<file path="src/rtl/multicycle_unit_sequencer.sv">
// Purpose: issues one op at a time to NUNITS iterative units and returns each result as a one-cycle strobe.
// Latency: a request in cycle 0 to a unit that finishes k edges after its start gives resp_valid in cycle 2+k.
// An illegal unit gives resp_valid in cycle 1. Backpressure: stall holds the pipeline from acceptance
// through WAIT and drops in DONE. Requests outside IDLE are ignored, and a held request is taken in the next IDLE.
module multicycle_unit_sequencer #(
  parameter int NUNITS  = 4,
  parameter int UW      = 2,
  parameter int TIMEOUT = 64
) (
  input  logic                clk,
  input  logic                reset,
  input  logic                req_valid,
  input  logic [UW-1:0]       req_unit,
  input  logic [31:0]         req_a,
  input  logic [31:0]         req_b,
  output logic                req_ready,
  output logic                stall,
  output logic [NUNITS-1:0]   unit_start,
  output logic [31:0]         unit_a,
  output logic [31:0]         unit_b,
  input  logic [NUNITS-1:0]   unit_busy,
  input  logic [32*NUNITS-1:0] unit_result,
  output logic                resp_valid,
  output logic [31:0]         resp_data,
  output logic                resp_error
);

  // Sequencer states
  localparam logic [1:0] IDLE   = 2'd0;
  localparam logic [1:0] LAUNCH = 2'd1;
  localparam logic [1:0] WAIT   = 2'd2;
  localparam logic [1:0] DONE   = 2'd3;

  // Watchdog counts WAIT cycles 0..TIMEOUT-1
  localparam int TW = $clog2(TIMEOUT);
  localparam logic [TW-1:0] TIMER_LAST = TW'(TIMEOUT - 1);

  // One past the highest legal unit index, widened so NUNITS == 2**UW still fits
  localparam logic [UW:0] UNIT_LIMIT = (UW+1)'(NUNITS);

  logic [1:0]        state;
  logic [1:0]        next_state;
  logic [UW-1:0]     sel;
  logic [TW-1:0]     timer;
  logic              req_legal;
  logic              accept;
  logic              timer_expired;
  logic              enter_done;
  logic              sel_busy;
  logic [31:0]       sel_result;
  logic [NUNITS-1:0] launch_onehot;

  assign req_legal     = ({1'b0, req_unit} < UNIT_LIMIT);
  assign accept        = (state == IDLE) && req_valid;
  assign timer_expired = (timer == TIMER_LAST);
  assign enter_done    = (state != DONE) && (next_state == DONE);

  assign req_ready = (state == IDLE);
  // Combinational so the stalled pipeline freezes in the same cycle it presents a request
  assign stall     = accept || (state == LAUNCH) || (state == WAIT);

  // Pick out the selected unit's busy and result; other units are ignored
  always_comb begin
    sel_busy   = 1'b0;
    sel_result = '0;
    for (int i = 0; i < NUNITS; i++) begin
      if (sel == UW'(i)) begin
        sel_busy   = unit_busy[i];
        sel_result = unit_result[32*i +: 32];
      end
    end
  end

  // Decode the incoming unit index into the start vector that is loaded on acceptance
  always_comb begin
    launch_onehot = '0;
    for (int i = 0; i < NUNITS; i++) begin
      launch_onehot[i] = (req_unit == UW'(i));
    end
  end

  // Next-state logic; illegal selects skip the unit and go straight to DONE
  always_comb begin
    next_state = state;
    case (state)
      IDLE: begin
        if (req_valid) begin
          next_state = req_legal ? LAUNCH : DONE;
        end
      end
      LAUNCH: next_state = WAIT;
      WAIT: begin
        if (!sel_busy || timer_expired) begin
          next_state = DONE;
        end
      end
      DONE:    next_state = IDLE;
      default: next_state = IDLE;
    endcase
  end

  // State register; reset aborts any op in flight without a response
  always_ff @(posedge clk or posedge reset) begin
    if (reset) begin
      state <= IDLE;
    end else begin
      state <= next_state;
    end
  end

  // Capture the target and operands on acceptance; they stay put until the next accepted op
  always_ff @(posedge clk or posedge reset) begin
    if (reset) begin
      sel    <= '0;
      unit_a <= '0;
      unit_b <= '0;
    end else if (accept && req_legal) begin
      sel    <= req_unit;
      unit_a <= req_a;
      unit_b <= req_b;
    end
  end

  // Start pulse is registered, so it is high only during the single LAUNCH cycle
  always_ff @(posedge clk or posedge reset) begin
    if (reset) begin
      unit_start <= '0;
    end else if (accept && req_legal) begin
      unit_start <= launch_onehot;
    end else begin
      unit_start <= '0;
    end
  end

  // Watchdog: cleared in LAUNCH and advanced each WAIT cycle in which the unit is still busy
  always_ff @(posedge clk or posedge reset) begin
    if (reset) begin
      timer <= '0;
    end else if (state == LAUNCH) begin
      timer <= '0;
    end else if ((state == WAIT) && sel_busy && !timer_expired) begin
      timer <= timer + 1'b1;
    end
  end

  // Response: strobe on entry to DONE. Data and error hold until the next completion.
  // A finished unit beats the watchdog in the same cycle.
  always_ff @(posedge clk or posedge reset) begin
    if (reset) begin
      resp_valid <= 1'b0;
      resp_data  <= '0;
      resp_error <= 1'b0;
    end else begin
      resp_valid <= enter_done;
      if (accept && !req_legal) begin
        resp_data  <= '0;
        resp_error <= 1'b1;
      end else if ((state == WAIT) && !sel_busy) begin
        resp_data  <= sel_result;
        resp_error <= 1'b0;
      end else if ((state == WAIT) && timer_expired) begin
        resp_data  <= '0;
        resp_error <= 1'b1;
      end
    end
  end

endmodule

</file>
<file path="config.mk">
export PLATFORM = sky130hd
export DESIGN_NAME = multicycle_unit_sequencer
export DESIGN_NICKNAME = d
export VERILOG_FILES = /design/src/rtl/multicycle_unit_sequencer.sv
export SDC_FILE = /design/constraint.sdc
export NUM_CORES = 1
export LEC_CHECK = 0
export ABC_AREA = 1
export CORE_MARGIN = 4
export CORE_UTILIZATION = 38
export DETAILED_ROUTE_END_ITERATION = 12
export GPL_ROUTABILITY_DRIVEN = 0
export MAX_ROUTING_LAYER = met4
export PLACE_DENSITY = 0.8
export SYNTH_ARGS = -nofsm -noshare
export SYNTH_HDL_FRONTEND = slang
export SYNTH_SLANG_ARGS = --single-unit
export TNS_END_PERCENT = 1
</file>
<file path="constraint.sdc">
create_clock -name clk -period 4.07 [get_ports clk]
set_input_delay 0.6105 -clock clk [delete_from_list [all_inputs] [get_ports clk]]
set_output_delay 0.6105 -clock clk [all_outputs]
set_load 0.05 [all_outputs]
</file>
==> impl_metrics.yaml <==
run_status:
  outcome: "finished, final reports clean"
timing:
  slew-limit-headroom: 0.444
  fmax_ghz: 0.341
  holdWs_ns: 0.476
  finalCriticalPeriod_ns: 2.93
  fin_tns_setup_ns: 0
  fin_crit_sh: 0.720
  maxSlewViolCount: 0
  rsz0062_at_grt: "no"
  hold_viol: 0
  setup_viol: 0
  worst_pin_slew_ns: 0.833
  clock_skew_ns: 0.00723
job:
  maxCapViolations: 0
floorplanning:
  die_x_um: 125
  dieArea_mm2: 0.0157
  die_y_um: 125
  io_pins: 305
  initial_utilization: 0.391
  placementRows: 42
  core-area_mm2: 0.0133
drt:
  initialDrtViolationCount: 301
  postRouteAntennaNets: 0
  vias: 5418
  drc: 0
  wl_per_cell_um: 16.3
  drt-vias-per-instance: 4.77
  routed_wl_um: 18500
  dr.pass1.iters: 6
global_route:
  overflow: 0
  grt_pass1_vias: 5404
  grt_first_pass_wirelength_um: 28800
  grt_max_degree: 69
  grt_busiest_layer: "met2"
  grt_usage: 0.238
  grt_use_met3: 0.0733
  antenna_found_initial: 0
  met2_usage: 0.392
  gr-usage-met1: 0.280
clocking:
  postCtsSetupRepairBufs: 0
  hold_buffers: 0
  clk_path_buf_depth: 2
  clk_latency_ns: 0.35
  cts_buffers: 9
  cts_resized: 0
  clkSinkCount: 112
  path_clk_slew_ns: 0.07
  cts_root_buffer: "clkbuf_16"
  cts_tree: "done"
  h-tree-depth: 3
worst_setup_path:
  crit_required_ns: 3.46
  start_kind: "flop"
  path_max_fanout: 9
  arrival_ns: 2.32
  critPathKind: "reg2out"
  cp-end-kind: "output port"
synth:
  synth_area_per_cell_um2: 7.83
  seq_area_frac_synth: 0.537
  synth_area_mm2: 0.00522
  synthCells: 667
  synth_cell_types: 27
  ys_ff_latch: 112
  yosysWarnings: 0
  synth_nets: 873
power:
  p_leak_uw: 0.00408
  powerDensity_mw_per_mm2: 843
  peakVddDrop_uv: 706
layout:
  syn2layout_area_growth_pct: 66.5
  fillers: 1128
  layout.nets: 1161
  fin_cells: 1136
  drive_gt1_frac: 0.0365
  diodes: 0
placed_design:
  dpl.hpwl_um: 13900
  io_buffers: 304
  dp_cells: 1120
worst_hold_path:
  hp-class: "reg2reg"
-- per-stage QoR --
step	power (uW)	utilization	setup WS (ns)	cell area [um^2]
6_report	7330	0.652	1.14	8700
3_3_place_gp	6340	0.627	1.43	8370
2_1_floorplan	4840	-	0.500	5220
5_1_grt	7760	0.652	0.992	8700
4_1_cts	7400	0.652	1.10	8700
3_5_place_dp	6390	0.627	1.42	8370
-- synth_stat cells --
library cell  number  share of area
buf_1              1        0.00072
nor2_4             1         0.0022
buf_4              4         0.0058
nand4_1            1         0.0012
buf_6              3         0.0065
nor3_1             3         0.0029
o22ai_1            7         0.0084
a21oi_1            4         0.0038
ha_1               5          0.012
xor2_1             2         0.0034
clkbuf_1          14          0.010
buf_2              8         0.0077
o21ai_1           14          0.013
clkinv_1           2         0.0014
nand2_1          338           0.24
or2_2              1         0.0012
inv_1             22          0.016
clkbuf_4           1         0.0014
nand3_1           29          0.028
nand3_2            3         0.0058
nand2_2            2         0.0024
inv_2              3         0.0022
o21ai_0           77          0.074
nor2_8             1         0.0038
clkbuf_2           2         0.0019
nor2_1             7         0.0050
dfrtp_1          112           0.54
-- per-layer routing --
metal  vias up  part of all wire  wire (um)
met1      2472              0.41       7500
met2       237              0.48       8930
li1       2687                 -          -
met3        22             0.093       1720
met4         0             0.019        353
met5         -                 0          0
-- power by group --
group          internal (uW)  total [uW]  switching, uW
logic                   1440        4450           3020
registers               1610        1910            297
clock network            551         976            425
total                   3590        7330           3740
-- cell usage in the layout, fill, tap and decap left out, drive strengths merged --
cell / count
a21oi: 4
buf: 6
bufinv: 2
clkbuf: 10
clkdlybuf4s50: 304
clkinv: 3
dfrtp: 112
ha: 5
inv: 28
nand2: 340
nand3: 32
nand4: 1
nor2: 9
nor3: 3
o21ai: 91
o22ai: 7
or2: 1
xor2: 2
-- worst paths after layout --
path                       slack, ns    startpoint  cells after the start       endpoint
max reg2reg                     1.35        sel[0]                      8  resp_data[21]
min in group asynchronous       0.71         reset                      2      unit_b[6]
min reg2reg                     0.48  resp_data[3]                      2   resp_data[3]
max                             1.14      state[1]                      5          stall
max in group asynchronous       2.60         reset                      3     unit_b[29]
min                             0.48  resp_data[3]                      2   resp_data[3]
-- final cells by class --
class | count | area [um^2] | area share
clock buffers | 10 | 229 | 0.0263
clock inverters | 6 | 97.6 | 0.0112
inverters | 27 | 104 | 0.0119
multi-input cells | 495 | 2140 | 0.246
flip-flops and latches | 112 | 2800 | 0.322
well taps | 176 | 220 | 0.0253
repair buffers | 310 | 3100 | 0.356
-- cells by family (layout without fill, tap and decap cells) --
group           Yosys count  after routing  share of synthesized area
xor+xnor                  2              2                    0.00335
compound gates          102            102                     0.0994
flops                   112            112                      0.537
fa+ha+maj                 5              5                     0.0120
buf+inv                  60            353                     0.0534
simple gates            386            386                      0.295
-- state kept, by name (all words and copies together), names as in the netlist --
name / flops
resp_data: 32
unit_a: 32
unit_b: 32
timer: 6
unit_start: 4
sel: 2
state: 2
resp_error: 1
resp_valid: 1
-- critical path: stages (launching register included) --
cell,delay (ns)
dfrtp_1,0.40
inv_1,0.09
ha_1,0.26
clkinv_1,0.27
nand3_1,0.16
clkdlybuf4s50_1,0.81
No activity file was read; power rests on OpenSTA's default activity.
